$ cat config.mk
export PLATFORM = sky130hd
export DESIGN_NAME = uart_rx_flat
export DESIGN_NICKNAME = d
export VERILOG_FILES = /design/src/rtl/uart_rx_if.sv /design/src/rtl/uart_rx.sv /design/src/flat_wrapper.sv
export SDC_FILE = /design/constraint.sdc
export NUM_CORES = 1
export LEC_CHECK = 0
export CAP_MARGIN = 10
export CORE_ASPECT_RATIO = 0.5
export CORE_UTILIZATION = 46
export CTS_CLUSTER_SIZE = 28
export DETAILED_ROUTE_END_ITERATION = 8
export PLACE_DENSITY = 0.7
export SLEW_MARGIN = 30
export SYNTH_ARGS = -nofsm -noshare
export SYNTH_HDL_FRONTEND = slang
export SYNTH_SLANG_ARGS = --single-unit
$ cat constraint.sdc
create_clock -name clk -period 2.1 [get_ports clk]
set_input_delay 0.21 -clock clk [delete_from_list [all_inputs] [get_ports clk]]
set_output_delay 0.21 -clock clk [all_outputs]
set_load 0.05 [all_outputs]
$ cat src/rtl/uart_rx_if.sv
// Receive-side UART bus: line and divider in, received byte and status strobes out.
// The DUT side is the slave modport; the driver/consumer side is the master modport.
interface uart_rx_if #(
  parameter int DATA_BITS = 8
);
  logic [3:0]           clk_div;
  logic                 Rx_Serial;
  logic [DATA_BITS-1:0] Rx_Data;
  logic                 Rx_Valid;
  logic                 Rx_Active;
  logic                 Frame_Err;
  logic                 Parity_Err;

  modport master (
    output clk_div, Rx_Serial,
    input  Rx_Data, Rx_Valid, Rx_Active, Frame_Err, Parity_Err
  );

  modport slave (
    input  clk_div, Rx_Serial,
    output Rx_Data, Rx_Valid, Rx_Active, Frame_Err, Parity_Err
  );
endinterface

$ cat src/rtl/uart_rx.sv
// UART receiver: start/8N1 frame sampled at mid-bit with a clk_div bit period.
// Define UART_RX_PARITY_EN to add an even-parity bit between data and stop.
module uart_rx #(
  parameter int DATA_BITS   = 8,
  parameter int SYNC_STAGES = 2
) (
  input logic   clk,
  input logic   rst,
  uart_rx_if.slave bus
);

  localparam int IDX_W = (DATA_BITS > 1) ? $clog2(DATA_BITS) : 1;
  localparam logic [IDX_W-1:0] LAST_IDX = IDX_W'(DATA_BITS - 1);

  typedef enum logic [2:0] {
    IDLE   = 3'd0,
    START  = 3'd1,
    DATA   = 3'd2,
    PARITY = 3'd3,
    STOP   = 3'd4
  } state_e;

  state_e               state_q, state_d;
  logic [SYNC_STAGES-1:0] sync_q, sync_d;
  logic [3:0]           count_q, count_d;
  logic [3:0]           eff_q, eff_d;
  logic [IDX_W-1:0]     idx_q, idx_d;
  logic [DATA_BITS-1:0] shift_q, shift_d;
  logic [DATA_BITS-1:0] data_q, data_d;
  logic                 valid_q, valid_d;
  logic                 active_q, active_d;
  logic                 ferr_q, ferr_d;
  logic                 perr_q, perr_d;
`ifdef UART_RX_PARITY_EN
  logic                 pflag_q, pflag_d;
`endif

  logic       rxs_s;
  logic [3:0] eff_in_s;
  logic       half_hit_s;
  logic       bit_hit_s;

  assign rxs_s      = sync_q[SYNC_STAGES-1];
  assign eff_in_s   = (bus.clk_div < 4'd2) ? 4'd2 : bus.clk_div;
  assign half_hit_s = (count_q == ((eff_q >> 1) - 4'd1));
  assign bit_hit_s  = (count_q == (eff_q - 4'd1));
  assign sync_d     = {sync_q[SYNC_STAGES-2:0], bus.Rx_Serial};

  // State register and all datapath/output flops; synchronizer resets to idle-high.
  always_ff @(posedge clk or negedge rst) begin
    if (!rst) begin
      state_q  <= IDLE;
      sync_q   <= {SYNC_STAGES{1'b1}};
      count_q  <= 4'd0;
      eff_q    <= 4'd2;
      idx_q    <= '0;
      shift_q  <= '0;
      data_q   <= '0;
      valid_q  <= 1'b0;
      active_q <= 1'b0;
      ferr_q   <= 1'b0;
      perr_q   <= 1'b0;
`ifdef UART_RX_PARITY_EN
      pflag_q  <= 1'b0;
`endif
    end else begin
      state_q  <= state_d;
      sync_q   <= sync_d;
      count_q  <= count_d;
      eff_q    <= eff_d;
      idx_q    <= idx_d;
      shift_q  <= shift_d;
      data_q   <= data_d;
      valid_q  <= valid_d;
      active_q <= active_d;
      ferr_q   <= ferr_d;
      perr_q   <= perr_d;
`ifdef UART_RX_PARITY_EN
      pflag_q  <= pflag_d;
`endif
    end
  end

  // Next-state logic.
  always_comb begin
    state_d = state_q;
    case (state_q)
      IDLE: begin
        if (!rxs_s) state_d = START;
        else        state_d = IDLE;
      end
      START: begin
        if (half_hit_s) state_d = rxs_s ? IDLE : DATA;
        else            state_d = START;
      end
      DATA: begin
        if (bit_hit_s && (idx_q == LAST_IDX)) begin
`ifdef UART_RX_PARITY_EN
          state_d = PARITY;
`else
          state_d = STOP;
`endif
        end else begin
          state_d = DATA;
        end
      end
`ifdef UART_RX_PARITY_EN
      PARITY: begin
        if (bit_hit_s) state_d = STOP;
        else           state_d = PARITY;
      end
`endif
      STOP: begin
        if (bit_hit_s) state_d = IDLE;
        else           state_d = STOP;
      end
      default: state_d = IDLE;
    endcase
  end

  // Counters, shift register and next values of the registered outputs.
  always_comb begin
    count_d  = count_q;
    eff_d    = eff_q;
    idx_d    = idx_q;
    shift_d  = shift_q;
    data_d   = data_q;
    active_d = active_q;
    valid_d  = 1'b0;
    ferr_d   = 1'b0;
    perr_d   = 1'b0;
`ifdef UART_RX_PARITY_EN
    pflag_d  = pflag_q;
`endif
    case (state_q)
      IDLE: begin
        count_d = 4'd0;
`ifdef UART_RX_PARITY_EN
        pflag_d = 1'b0;
`endif
        if (!rxs_s) eff_d = eff_in_s;
        else        eff_d = eff_q;
      end
      START: begin
        if (half_hit_s) begin
          count_d = 4'd0;
          idx_d   = '0;
          if (!rxs_s) active_d = 1'b1;
          else        active_d = 1'b0;
        end else begin
          count_d = count_q + 4'd1;
        end
      end
      DATA: begin
        if (bit_hit_s) begin
          shift_d[idx_q] = rxs_s;
          count_d        = 4'd0;
          if (idx_q != LAST_IDX) idx_d = idx_q + IDX_W'(1);
          else                   idx_d = idx_q;
        end else begin
          count_d = count_q + 4'd1;
        end
      end
`ifdef UART_RX_PARITY_EN
      PARITY: begin
        if (bit_hit_s) begin
          pflag_d = (^shift_q) ^ rxs_s;
          count_d = 4'd0;
        end else begin
          count_d = count_q + 4'd1;
        end
      end
`endif
      STOP: begin
        if (bit_hit_s) begin
          count_d  = 4'd0;
          active_d = 1'b0;
          if (rxs_s) begin
`ifdef UART_RX_PARITY_EN
            if (pflag_q) begin
              perr_d = 1'b1;
            end else begin
              data_d  = shift_q;
              valid_d = 1'b1;
            end
`else
            data_d  = shift_q;
            valid_d = 1'b1;
`endif
          end else begin
            ferr_d = 1'b1;
          end
        end else begin
          count_d = count_q + 4'd1;
        end
      end
      default: begin
        count_d  = 4'd0;
        active_d = 1'b0;
      end
    endcase
  end

  assign bus.Rx_Data    = data_q;
  assign bus.Rx_Valid   = valid_q;
  assign bus.Rx_Active  = active_q;
  assign bus.Frame_Err  = ferr_q;
  assign bus.Parity_Err = perr_q;

endmodule

$ cat src/flat_wrapper.sv
// flat-port wrapper written by rule: the top's interface ports become plain ports
module uart_rx_flat 
#(
  parameter int DATA_BITS   = 8,
  parameter int SYNC_STAGES = 2
)
  (clk, rst, bus_clk_div, bus_Rx_Serial, bus_Rx_Data, bus_Rx_Valid, bus_Rx_Active, bus_Frame_Err, bus_Parity_Err);
  uart_rx_if #(.DATA_BITS(DATA_BITS)) bus_i ();
  input logic clk;
  input logic rst;
  input wire logic [$bits(bus_i.clk_div)-1:0] bus_clk_div;
  input wire logic [$bits(bus_i.Rx_Serial)-1:0] bus_Rx_Serial;
  output wire logic [$bits(bus_i.Rx_Data)-1:0] bus_Rx_Data;
  output wire logic [$bits(bus_i.Rx_Valid)-1:0] bus_Rx_Valid;
  output wire logic [$bits(bus_i.Rx_Active)-1:0] bus_Rx_Active;
  output wire logic [$bits(bus_i.Frame_Err)-1:0] bus_Frame_Err;
  output wire logic [$bits(bus_i.Parity_Err)-1:0] bus_Parity_Err;
  assign bus_i.clk_div = bus_clk_div;
  assign bus_i.Rx_Serial = bus_Rx_Serial;
  assign bus_Rx_Data = bus_i.Rx_Data;
  assign bus_Rx_Valid = bus_i.Rx_Valid;
  assign bus_Rx_Active = bus_i.Rx_Active;
  assign bus_Frame_Err = bus_i.Frame_Err;
  assign bus_Parity_Err = bus_i.Parity_Err;
  uart_rx #(.DATA_BITS(DATA_BITS), .SYNC_STAGES(SYNC_STAGES)) u_core (.clk(clk), .rst(rst), .bus(bus_i));
endmodule
* Yosys cells after proc, flatten, opt, wreduce, memory -nomap -nowiden
Index checks and enable logic that the tools add are counted. W data, S select, Z words.
Cells by class: bitwise gates (word level) 2, shifts and indexed selects 0, eq/ne operators 11, magnitude comparators 3, add/subtract/negate cells 4, $mul 0, multiplexer cells 26, reduce and logical (&&, ||, !) cells 11, div/mod/pow operators 0
Operator list (count):
- $mux W3 | 6
- $mux W4 | 3
- $pmux W3 S4 | 1
- $mux W1 | 10
- $bwmux W8 | 1
- $eq A4 B4 Y1 | 2
- $ne A2 B1 Y1 const B | 4
- $pmux W4 S2 | 1
- $eq A3 B3 Y1 const B | 2
- $pmux W3 S2 | 1
- $reduce_and A3 Y1 | 2
- $add A4 B1 Y4 const B | 1
- $lt A3 B4 Y1 const B | 1
- $lt A4 B2 Y1 const B | 1
- $reduce_and A2 Y1 | 2
- $reduce_and A4 Y1 | 1
- $reduce_or A2 Y1 | 2
- $sub A3 B1 Y4 const B | 1
- $sub A4 B1 Y4 const B | 1
- $add A3 B1 Y3 const B | 1
- $demux W1 S3 | 1
- $eq A3 B1 Y1 const B | 1
- $eq A3 B2 Y1 const B | 1
- $ge A3 B1 Y1 const B | 1
- 7 further kinds | 9
Word-level totals: memory bits (read-only) 0, memories kept 0, bits in writable memories 0, bits in latches 0, bits in registers 35, word-level logic and storage cells 67, output and inout bits 12, input bits 7

* Depth between registers and ports, before layout
word-level depth 5, depth in mapped cells 8, mapped depth without buffers 7

* Worst setup path before layout
OpenSTA, ideal clock, no wires.
path kind register -> register, from register u_core.eff_q[1], to register u_core.shift_q[6], library setup time 125 ps, path buffers 0, arrival time 1972 ps, path slack 3 ps, required time 1975 ps, period minus slack after synthesis 2097 ps, cell stages (with the launch flop) 8, cells stage by stage dfstp_2 > inv_1 > ha_1 > a21boi_0 > xnor2_1 > nand3_1 > nor4_1 > mux2_2
On the way: word-level cells in the longest chain between the ends 3
Ends and longest elaborated chain:
- start, declared | line uart_rx.sv:26 | logic [3:0] eff_q, eff_d;
- start signal, assigned | line uart_rx.sv:55 | eff_q <= 4'd2;
- start signal, assigned | line uart_rx.sv:70 | eff_q <= eff_d;
- $sub A4 B1 Y4 | line uart_rx.sv:46 | assign bit_hit_s = (count_q == (eff_q - 4'd1));
- $eq A4 B4 Y1 | line uart_rx.sv:46
- $reduce_and A2 Y1 (no source line)
- end signal, assigned | line uart_rx.sv:72 | shift_q <= shift_d;
- end, declared | line uart_rx.sv:28 | logic [DATA_BITS-1:0] shift_q, shift_d;
No other way between the ends. A chain may end at the register's enable or synchronous reset.

* Final worst setup path
from register u_core.eff_q[1], to register u_core.data_q[6] (netlist: u_core.bus.Rx_Data[6])
On the way: word-level cells in the longest chain between the ends 3
Ends and longest elaborated chain:
- $sub A4 B1 Y4 | line uart_rx.sv:46
- $eq A4 B4 Y1 | line uart_rx.sv:46
- $reduce_and A3 Y1 (no source line)
- end signal, assigned | line uart_rx.sv:73 | data_q <= data_d;
- end, declared | line uart_rx.sv:29 | logic [DATA_BITS-1:0] data_q, data_d;
No other way between the ends.

==> key figures <==
Run status
  – Status: finished, final reports clean

Clock network
  – CTS H-tree depth: 2
  – CTS tree: done
  – Clock sink count: 35
  – Clk root buf: clkbuf_8
  – CTS clk-pin slew, worst paths: about 0.07 ns
  – Total CTS buffers: 5
  – Cts hold-fix bufs: 0
  – Max Buffers Root-to-Sink: 2
  – Clk_lat worst skew: approximately 0.28 ns

Layout
  – Share of layout cells above drive strength 1: around 33%
  – Synth-to-Final Area Change: 30.5%
  – # diodes: 0
  – Final core occ: ~64%
  – Final net count: approximately 180

STA
  – Final hold violations: 0
  – Clock period minus worst slack: approximately 2.1 ns
  – Max_slew headroom: around two thirds
  – Pins Over Slew Limit: 0
  – Setup TNS Final: 0 ns
  – RSZ-0062 raised after global routing: true
  – Clock skew: around 0.0057 ns
  – Final setup viols: 0
  – Final period utilization: between 90% and 100%
  – Fmax: 485 MHz
  – Worst slew pin tran: approximately 0.53 ns

Floorplan
  – I/O pins: 19
  – Area of the die: about 3900 um^2
  – Num rows: 15
  – Core ar.: 3470 um^2
  – Horiz. Die Dim: 87.8 um
  – Initial Utilization: 48.8%
  – Die H: ~45 um

Global routing
  – Largest net degree at the start of global routing: 36
  – Vias in the first global route: about 980
  – Gr usage total: between 15 and 20%
  – Initial antenna violation count: 0
  – Global-route wire length before repair: just under 5000 um
  – Global route overflow: 0

Pwr
  – Sequential Power Share: 33.9%
  – Lkg Pwr: roughly 1.0 nW
  – P_sw: ~0.001 W
  – Clock share of power: between 20% and 30%
  – Power, Total: 0.00277 W
  – Sw frac: a little over a third
  – Peak VDD IR: 459 uV
  – Combinational group share of total power: 43.8%
  – P per Cell Area: 1250 nW/um^2
  – Internal power: approximately 0.0018 W

Detailed routing
  – Total wire length: between 3000 and 4000 um
  – Number of vias in the routed layout: about 1100
  – Drt drc: 0
  – Wire length per cell: roughly 14 um
  – Initial DRC Count: 68
  – Number of routed nets with antenna violations: 0
  – Vias per inst: 5.00
  – DRT Pass-1 Iters: 4

Synth
  – Sequential area share after synthesis: about half
  – Mapped Cells: approximately 140
  – Post-synth top area share: between 40% and 50%
  – Syn. warnings: 0
  – Synth unique cells: 38
  – Post-synth EDFFs: 0
  – Synthesized Nets: ~150
  – Yosys top cell by area: dfrtp_1
  – Area contributors post-synth: dfrtp_1 47%, mux2_2 11%, dfstp_2 4.7%, ha_1 4.4%, xor2_1 3.1%
  – #FFs+latches synth: 35
  – Ys flop type: dfrtp_1
  – Post-Syn Area: about 1700 um^2
  – Synth async-reset ratio: 100%
  – Syn Area/Cell: between 10 and 15 um^2

Critical path
  – Critical path type: flop to flop
  – Worst Path Required: approximately 2.3 ns
  – Worst Setup Start Kind: flop
  – Nature of the critical path endpoint: flop
  – R2r setup slk: ~0.038 ns
  – Crit-path max FO: 9
  – Crit path DAT: roughly 2.2 ns

Worst hold path
  – Hold Crit Class: input pin to flop

Place
  – IO buf count: 17
  – HPWL after DPL: 2010 um
  – GP Congestion: about 0.8

Job
  – Max Cap Violations: 0
## Yosys cell counts, types with 2 or more instances
| cell | instances |
|---|---|
| mux2_2 | 17 |
| nor4_1 | 2 |
| nand3_1 | 3 |
| inv_1 | 7 |
| nor2_1 | 9 |
| nor2b_1 | 7 |
| dfstp_2 | 3 |
| nor3_1 | 3 |
| o21ai_0 | 6 |
| xnor2_1 | 5 |
| a22o_2 | 2 |
| ha_1 | 6 |
| nand4_1 | 6 |
| dfrtp_1 | 32 |
| nand2_1 | 4 |
| clkbuf_1 | 2 |
| xor2_1 | 6 |
## registers in the layout, summed over array words and instances, names as in the netlist
register,flops
u_core.bus.Rx_Data,8
u_core.shift_q,8
u_core.count_q,4
u_core.eff_q,4
u_core.idx_q,3
u_core.state_q,3
u_core.sync_q,2
u_core.bus.Frame_Err,1
u_core.bus.Rx_Active,1
u_core.bus.Rx_Valid,1
## per-stage QoR
stage          worst slack, ns  std cells  instance area (um^2)  hold WS, ns
5_1_grt                -0.0321        223                  2210        0.304
6_report                0.0379        223                  2210        0.326
3_5_place_dp           -0.0746        213                  1960        0.348
3_3_place_gp           -0.0146        213                  1960        0.346
4_1_cts               0.000816        222                  2130        0.312
2_1_floorplan          0.00293        141                  1690      -0.0856
## power by group through the flow
stage	Clock [W]	Sequential, W	Combinational [W]
6_report	0.000617	0.000938	0.00121
5_1_grt	0.000679	0.000959	0.00134
4_1_cts	0.000642	0.000925	0.00102
3_5_place_dp	0	0.000934	0.000919
3_3_place_gp	0	0.000931	0.000899
2_1_floorplan	0	0.000915	0.000646
## area by class of cell
cell class | count | area (um^2)
timing repair buffer | 27 | 249
clock buffer | 6 | 82.6
tap | 51 | 63.8
multi-input combinational | 95 | 870
fill | 265 | 1260
clock inverter | 2 | 35.0
inverter | 7 | 28.8
sequential | 35 | 880
## logic make-up (layout without fill, tap and decap cells)
kind of cell,after synthesis,after routing,share of synthesized area (%)
AND/OR/NAND/NOR,39,39,13.6
AO/OA/AOI/OAI,19,19,8.20
buffers and inverters,11,42,3.10
flip-flops,35,35,52.0
XOR/XNOR,11,11,5.69
multiplexers,19,19,12.8
adder cells (fa/ha/maj),6,6,4.43
other,1,1,0.222
## routing by layer
layer	GRT usage [%]	part of all wire (%)
met5	0	0
met4	5.90	0
met3	6.58	2.9
met2	25.0	46
met1	23.6	51
## critical path: stages, from the launching register on
cell and delay (ns):
dfstp_2 0.56, inv_4 0.06, ha_4 0.17, a21boi_4 0.14
xnor2_2 0.21, and3_4 0.26, nand4b_4 0.20, mux2_4 0.35
## final timing paths
path                                                     end                         from  cells after the start
max                        u_core.bus.Rx_Data[6]$_DFFE_PN0P_  u_core.eff_q[1]$_DFFE_PN1P_                      7
min                               u_core.sync_q[0]$_DFF_PN1_                bus_Rx_Serial                      1
max reg2reg                u_core.bus.Rx_Data[6]$_DFFE_PN0P_  u_core.eff_q[1]$_DFFE_PN1P_                      7
min reg2reg                       u_core.sync_q[1]$_DFF_PN1_   u_core.sync_q[0]$_DFF_PN1_                      0
max in group asynchronous        u_core.eff_q[1]$_DFFE_PN1P_                          rst                      2
min in group asynchronous        u_core.state_q[2]$_DFF_PN0_                          rst                      2
## what timing repair did
item                                    in CTS  in global routing
setup buffers                                1                  1
endpoints found under the hold margin        0                  0
pin swaps                                    5                  5
resized for setup                            9                 12
endpoints found under the setup margin       9                 22
## cell usage in the layout (no fill, tap or decap), types with 2 or more instances in the layout
master           count
a22o_2               2
dfrtp_1             32
nor3_1               3
clkbuf_8             6
mux2_4               2
nor2_1               8
dfstp_2              3
xor2_1               6
o21ai_0              6
nand4_1              6
nor2b_1              7
nand2_1              4
xnor2_1              3
mux2_2              16
ha_4                 3
xnor2_2              2
inv_1                6
nand3_1              2
ha_1                 3
nor4_2               2
buf_4                9
clkdlybuf4s50_1     17
Power figures use the tool's default switching activity.
